[src/rtl/apb_arb_mux.sv]
// N:1 APB requester mux: arbitrates masters holding PSEL, replays the winner's
// request on a single slave port and returns the completion to that master only.
//
// state  | meaning
// IDLE   | no transfer; arbitration runs every cycle
// SETUP  | PSEL_m high, PENABLE_m low, winner's request registered
// ACCESS | PSEL_m and PENABLE_m high; waits for PREADY_m or watchdog expiry
module apb_arb_mux #(
    parameter int NUM_MASTERS    = 4,
    parameter int ADDR_WIDTH     = 32,
    parameter int DATA_WIDTH     = 32,
    parameter int STRB_WIDTH     = DATA_WIDTH / 8,
    parameter int ARB_MODE       = 0,
    parameter int TIMEOUT_CYCLES = 256,
    localparam int IDW           = (NUM_MASTERS > 2) ? $clog2(NUM_MASTERS) : 1
) (
    input  logic                                    PCLK,
    input  logic                                    PRESETn,
    input  logic [NUM_MASTERS-1:0]                  PSEL_s,
    input  logic [NUM_MASTERS-1:0]                  PENABLE_s,
    input  logic [NUM_MASTERS-1:0][ADDR_WIDTH-1:0]  PADDR_s,
    input  logic [NUM_MASTERS-1:0]                  PWRITE_s,
    input  logic [NUM_MASTERS-1:0][DATA_WIDTH-1:0]  PWDATA_s,
    input  logic [NUM_MASTERS-1:0][STRB_WIDTH-1:0]  PSTRB_s,
    input  logic [NUM_MASTERS-1:0][2:0]             PPROT_s,
    output logic [NUM_MASTERS-1:0][DATA_WIDTH-1:0]  PRDATA_s,
    output logic [NUM_MASTERS-1:0]                  PREADY_s,
    output logic [NUM_MASTERS-1:0]                  PSLVERR_s,
    output logic                                    PSEL_m,
    output logic                                    PENABLE_m,
    output logic                                    PWRITE_m,
    output logic [ADDR_WIDTH-1:0]                   PADDR_m,
    output logic [DATA_WIDTH-1:0]                   PWDATA_m,
    output logic [STRB_WIDTH-1:0]                   PSTRB_m,
    output logic [2:0]                              PPROT_m,
    input  logic [DATA_WIDTH-1:0]                   PRDATA_m,
    input  logic                                    PREADY_m,
    input  logic                                    PSLVERR_m,
    output logic [IDW-1:0]                          grant_id,
    output logic                                    busy,
    output logic                                    timeout_pulse
);

    localparam int CNT_W = (TIMEOUT_CYCLES > 0) ? $clog2(TIMEOUT_CYCLES + 1) : 1;
    localparam logic [CNT_W-1:0] WD_LAST =
        CNT_W'((TIMEOUT_CYCLES > 0) ? TIMEOUT_CYCLES - 1 : 0);

    typedef enum logic [1:0] {ST_IDLE, ST_SETUP, ST_ACCESS} state_t;

    state_t                 state_q, state_d;
    logic [IDW-1:0]         ptr_q, grant_q, win_idx, cand;
    logic                   win_vld;
    logic [CNT_W-1:0]       wd_cnt_q;
    logic                   wd_expire;
    logic [ADDR_WIDTH-1:0]  paddr_q;
    logic [DATA_WIDTH-1:0]  pwdata_q;
    logic [STRB_WIDTH-1:0]  pstrb_q;
    logic [2:0]             pprot_q;
    logic                   pwrite_q;

    // PENABLE_s carries no information for arbitration
    logic unused_penable;
    assign unused_penable = ^PENABLE_s;

    always_comb begin
        win_vld = 1'b0;
        win_idx = '0;
        cand    = '0;
        for (int i = 0; i < NUM_MASTERS; i++) begin
            cand = (ARB_MODE == 1) ? IDW'(i) : IDW'((int'(ptr_q) + i) % NUM_MASTERS);
            if (!win_vld && PSEL_s[cand]) begin
                win_vld = 1'b1;
                win_idx = cand;
            end
        end
    end

    assign wd_expire = (TIMEOUT_CYCLES > 0) && (state_q == ST_ACCESS) &&
                       !PREADY_m && (wd_cnt_q == WD_LAST);

    always_comb begin
        state_d = state_q;
        case (state_q)
            ST_IDLE:   if (win_vld) state_d = ST_SETUP;
            ST_SETUP:  state_d = ST_ACCESS;
            ST_ACCESS: if (PREADY_m || wd_expire) state_d = ST_IDLE;
            default:   state_d = ST_IDLE;
        endcase
    end

    always_ff @(posedge PCLK or negedge PRESETn) begin
        if (!PRESETn) begin
            state_q  <= ST_IDLE;
            ptr_q    <= '0;
            grant_q  <= '0;
            wd_cnt_q <= '0;
            paddr_q  <= '0;
            pwdata_q <= '0;
            pstrb_q  <= '0;
            pprot_q  <= '0;
            pwrite_q <= 1'b0;
        end else begin
            state_q <= state_d;
            case (state_q)
                ST_IDLE: begin
                    if (win_vld) begin
                        grant_q  <= win_idx;
                        paddr_q  <= PADDR_s[win_idx];
                        pwdata_q <= PWDATA_s[win_idx];
                        pstrb_q  <= PSTRB_s[win_idx];
                        pprot_q  <= PPROT_s[win_idx];
                        pwrite_q <= PWRITE_s[win_idx];
                        if (ARB_MODE == 0)
                            ptr_q <= (win_idx == IDW'(NUM_MASTERS - 1)) ? '0 : win_idx + IDW'(1);
                    end
                end
                ST_SETUP:  wd_cnt_q <= '0;
                ST_ACCESS: begin
                    if ((TIMEOUT_CYCLES > 0) && !PREADY_m && !wd_expire)
                        wd_cnt_q <= wd_cnt_q + CNT_W'(1);
                end
                default: ;
            endcase
        end
    end

    // Only the current owner sees the slave response, and only during ACCESS
    always_comb begin
        PRDATA_s      = '0;
        PREADY_s      = '0;
        PSLVERR_s     = '0;
        timeout_pulse = 1'b0;
        if (state_q == ST_ACCESS) begin
            PRDATA_s[grant_q]  = PRDATA_m;
            PREADY_s[grant_q]  = PREADY_m;
            PSLVERR_s[grant_q] = PSLVERR_m;
            if (wd_expire) begin
                PRDATA_s[grant_q]  = '0;
                PREADY_s[grant_q]  = 1'b1;
                PSLVERR_s[grant_q] = 1'b1;
                timeout_pulse      = 1'b1;
            end
        end
    end

    assign PSEL_m    = (state_q != ST_IDLE);
    assign PENABLE_m = (state_q == ST_ACCESS);
    assign busy      = (state_q != ST_IDLE);
    assign grant_id  = grant_q;
    assign PADDR_m   = paddr_q;
    assign PWDATA_m  = pwdata_q;
    assign PSTRB_m   = pstrb_q;
    assign PPROT_m   = pprot_q;
    assign PWRITE_m  = pwrite_q;

endmodule

[config.mk]
export PLATFORM = sky130hd
export DESIGN_NAME = apb_arb_mux
export DESIGN_NICKNAME = d
export VERILOG_FILES = /design/src/rtl/apb_arb_mux.sv
export SDC_FILE = /design/constraint.sdc
export NUM_CORES = 1
export LEC_CHECK = 0
export BUFFER_PORTS_ARGS = -buffer_cell sky130_fd_sc_hd__buf_2
export CAP_MARGIN = 15
export CORE_AREA = 3 3 214 216
export DETAILED_ROUTE_END_ITERATION = 12
export DIE_AREA = 0 0 217 219
export PLACE_DENSITY = 0.48
export SLEW_MARGIN = 20
export SYNTH_ARGS = -nofsm -noshare
export SYNTH_HDL_FRONTEND = slang
export SYNTH_SLANG_ARGS = --single-unit
[constraint.sdc]
create_clock -name PCLK -period 3.4 [get_ports PCLK]
set_input_delay 0.51 -clock PCLK [delete_from_list [all_inputs] [get_ports PCLK]]
set_output_delay 0.51 -clock PCLK [all_outputs]
set_load 0.1 [all_outputs]
Word-level counts from Yosys, hierarchy flattened
Cells that the tools add are included.
{ "word_totals": {"register_bits": 87, "inputBits": 332, "elab_cells": 98} }
{ "op_classes": {"order_cmp": 7, "reduce_logical": 19, "n_eq_ne": 7, "bitwise_logic": 7, "add_sub_neg": 5, "mux": 44} }
{ "ops": {"columns": ["cell", "n"], "rows": [
  ["$and A128 B128 Y128", 2],
  ["$mux W128", 2],
  ["$bmux W32 S2", 2],
  ["$not A128 Y128", 1],
  ["$mux W32", 3],
  ["$demux W32 S2", 1],
  ["$mux W4", 5],
  ["$lt A2 B3 Y1 const B", 6],
  ["$pmux W9 S2", 1],
  ["$mux W2", 7],
  ["$mux W1", 12],
  ["$bmux W1 S2", 5],
  ["$add A9 B1 Y9 const B", 1],
  ["$eq A9 B8 Y1 const B", 1],
  ["$mux W9", 1],
  ["$and A4 B4 Y4", 2],
  ["$bmux W4 S2", 1],
  ["$or A4 B4 Y4", 2],
  ["$logic_and A1 B1 Y1", 7],
  ["$bmux W3 S2", 1],
  ["$pmux W2 S3", 1],
  ["$reduce_and A2 Y1", 3],
  ["$logic_not A1 Y1", 5],
  ["$add A2 B1 Y2 const B", 2],
  ["11 further kinds", 15]
]} }

Logic depth before layout (Yosys ltp)
{ "logic_depth": {"ltp_word": 14, "depth_mapped": 10, "depth_no_buf": 9} }

Worst setup path after synthesis
Ideal clock, no wire load.
{ "synth_path": {"kind": "flip-flop to output port", "start": "reg wd_cnt_q[0]", "end": "out PSLVERR_s[0]", "n_path_buf": 0, "arrival_time_ns": 4.191, "path_stages_with_launch": 9, "t_required_ns": 2.890, "slack_ns": -1.301, "cell_sequence": "dfrtp_1 ha_1 and3_1 and3_1 ha_1 nand3b_1 inv_1 o21ai_0 nor3_1"} }
{ "synth_via": {"elab_chain_cells": 4} }
{ "synth_lines": {"columns": ["item", "line_no", "rtl"], "rows": [
  ["start, declared", "53", "logic [CNT_W-1:0] wd_cnt_q;"],
  ["start signal, assigned", "120", "wd_cnt_q <= wd_cnt_q + CNT_W'(1);"],
  ["$eq A9 B8 Y1", "79", "!PREADY_m && (wd_cnt_q == WD_LAST);"],
  ["$logic_and A1 B1 Y1", "79", null],
  ["$mux W4", "137", "if (wd_expire) begin"],
  ["$mux W4", "133", "if (state_q == ST_ACCESS) begin"],
  ["end, declared", "28", "output logic [NUM_MASTERS-1:0] PSLVERR_s,"]
]} }
Every way passes these cells.

==> summary.md <==
| Metric | Value |
|---|---|
| Placed insts | `1,787` |
| Arrival @ worst endpoint | `2.79 ns` |
| Unrepaired setup endpoints after global routing | `true` |
| TritonCTS Sinks | `87` |
| Wire length on met1 | `11,360 microns` |
| # fillers | `4,750` |
| Slew Viols, Final | `0` |
| Highest routed layer | `met4` |
| Met2 Wirelength | `16,490 microns` |
| Mean instance size in the synthesized netlist | `8.766 sq um` |
| Vias in the first global route | `7,312` |
| Post-Syn Area | `6083 sq um` |
| Async SR Flop Fraction | `1.000` |
| Least-Margin Pin Slew | `0.7193 ns` |
| Worst EP required | `2.89 ns` |
| Ys Warns | `0` |
| # nets final | `1,551` |
| TritonCTS buffer count | `9` |
| Final Instance Area | `11,480 sq um` |
| RePlAce Congestion | `0.8751` |
| Max-slew headroom | `0.5205` |
| Die W | `217 microns` |
| P&R area growth vs syn | `88.65%` |
| Clock root buffer | `clkbuf_16` |
| Gr usage total | `0.1211` |
| Hold WS | `0.1466 ns` |
| Peak Freq | `302.7 MHz` |
| Synth Register Bits | `87` |
| Die Y | `219 microns` |
| Cell Pwr Density | `1080 nW/um^2` |
| Reg clk slew, reported paths | `0.07 ns` |
| Total grt overflow | `0` |
| Synthesized instance count | `694` |
| Post-synth EDFFs | `0` |
| Die ar. | `47,520 sq um` |
| Pleak | `5.555 nW` |
| Clock Skew | `0.01073 ns` |
| Synth area leaders | `dfrtp_1 (36%), mux2i_1 (24%), nor2_1 (8.7%)` |
| Crit end category | `output pin` |
| Final period util | `0.9715` |
| Layout cells sized above 1 | `0.5810` |
| Reg2Reg Setup Slack | `1.04 ns` |
| Wire per inst | `16.84 microns` |
| Initial core utilization | `0.1379` |
| # IOs | `546` |
| H-tree Lvls | `3` |
| Initial DRC Count | `180` |
| Hold Buf Count CTS | `0` |
| First-pass GRT wire length | `43,900 microns` |
| Crit-path max FO | `8` |
| Top-area cell type share of the netlist area | `0.3579` |
| Post-DP Area | `11,040 sq um` |
| Core area | `44,120 sq um` |
| Run status | `finished clean` |
| Seq/Total Area, Yosys | `0.3579` |
| Row count | `77` |
| Total wire length | `30,590 microns` |
| Hold crit path type | `input pin to asynchronous set/reset pin` |
| Final Hold Fails | `0` |
| Pin count of the biggest net entering global routing | `57` |
| Synthesized net count | `1,028` |
| Clock Latency Late Sink | `0.37 ns` |
| CTS tree | `done` |
| Post-route ant nets | `0` |
| Endpoints failing setup | `0` |
| Count leader, synth | `mux2i_1` |
| Drt drc | `0` |
| Met3 Wirelength | `2268 microns` |
| PortBufs | `541` |
| Post-Route Setup TNS | `0 ns` |
| Maxcap violations | `0` |
| Post-DP HPWL | `24,850 microns` |
| Clock tree buffer depth | `2` |
| CP Launch Type | `register` |
| Worst vdd ir | `550.5 uV` |
| Ys flop type | `dfrtp_1` |
| List of most frequent post-synthesis cells | `mux2i_1 (144), nor2_1 (141), nand2_1 (119)` |
| TritonRoute pass-1 iters | `4` |
| Worst Setup Path Type | `register to output pin` |
| Largest area contributor in the netlist | `dfrtp_1` |
| Initial antenna violation count | `3` |
| Routed vias | `7,307` |
| Vias per cell | `4.024` |
| Non-Filler Instances | `1,816` |
| Synth cell types | `39` |
| Minimum clock period | `3.303 ns` |
-- power by group --
part	leakage, nW	internal, mW	switching (mW)
combinational	4.33	2.24	7.26
sequential	1.08	1.52	0.338
clock	0.142	0.560	0.465
-- cell usage in the layout (no fill, tap or decap), types with 3 or more instances in the layout --
master     instances
xor2_1             4
nor2_1            46
nand2b_1           4
mux2i_1          144
nand4_1            3
buf_2            455
nand2_1          118
clkbuf_4           7
dfrtp_1           87
inv_1              5
buf_12            83
and3_1             3
o221ai_2          11
nor2_2            64
nor2_4            31
buf_4             24
o221ai_1          60
a21oi_1            5
a22o_1             3
clkbuf_16         10
o21ai_0           10
clkbuf_8           3
-- per-stage QoR --
stage                 util  total power [mW]  worst slack, ns
floorplan                -             9.162          -0.2792
global placement    0.2502             11.31           0.3192
detailed placement  0.2502             11.35           0.2995
CTS                 0.2572             12.44       0.00003664
global route        0.2600             12.97         -0.03395
finish              0.2601             12.39          0.09674
-- worst max-delay path: stages (launching register included) --
cell and delay, ns:
dfrtp_1 0.42, ha_2 0.21, and3_4 0.18, and3_4 0.17
ha_4 0.15, nand3b_1 0.15, clkinvlp_4 0.12, or3_4 0.48
buf_12 0.20, nor2_4 0.13, buf_12 0.18
-- per-layer routing --
| metal | vias up | GRT usage |
|---|---|---|
| li1 | 3519 | - |
| met2 | 384 | 0.2321 |
| met1 | 3378 | 0.1289 |
| met3 | 26 | 0.03309 |
| met4 | 0 | 0.03588 |
| met5 | - | 0 |
-- cell families (layout without fill, tap and decap cells) --
kind of cell / after synthesis / count (layout) / synth area share
compound gates: 100 / 100 / 0.1438
xor+xnor: 4 / 4 / 0.005758
fa+ha+maj: 2 / 2 / 0.004113
buf+inv: 67 / 595 / 0.05985
flops: 87 / 87 / 0.3579
mux: 145 / 145 / 0.2388
other cells: 0 / 2 / 0
simple gates: 289 / 289 / 0.1898
-- area by class of cell --
class | instances | area (sq um) | share of cell area
inverters | 7 | 30.03 | 0.002617
flip-flops and latches | 87 | 2177 | 0.1897
well taps | 592 | 740.7 | 0.06454
clock inverters | 3 | 25.02 | 0.002181
repair buffers | 572 | 4219 | 0.3676
diodes | 2 | 5.005 | 0.0004361
multi-input cells | 540 | 4009 | 0.3493
clock buffers | 13 | 270.3 | 0.02355
-- worst paths after layout --
check | to | cells past startpoint | start
worst min register to register | PWDATA_m[28] | 2 | PWDATA_m[28]
worst min-delay path | PWDATA_m[18] | 1 | PRESETn
worst max-delay path | PRDATA_s[23] | 10 | wd_cnt_q[0]
min in group PCLK | PWDATA_m[14] | 3 | PWDATA_s[14]
max in group asynchronous | grant_id[0] | 2 | PRESETn
worst max register to register | PWDATA_m[11] | 7 | ptr_q[1]
-- flip-flops by register name (all words and copies together) (netlist names) --
name / flops
PSTRB_m: 4
PWDATA_m: 32
state_q: 2
ptr_q: 2
grant_id: 2
PPROT_m: 3
PADDR_m: 32
wd_cnt_q: 9
PWRITE_m: 1
-- timing repair --
| item | CTS | global route |
|---|---|---|
| setup buffers | 1 | 9 |
| pin swaps | 1 | 6 |
| cloned | 0 | 1 |
| resized for setup | 2 | 11 |
| endpoints found under the hold margin | 0 | 0 |
| endpoints found under the setup margin | 30 | 70 |
No activity file was read; power rests on OpenSTA's default activity.
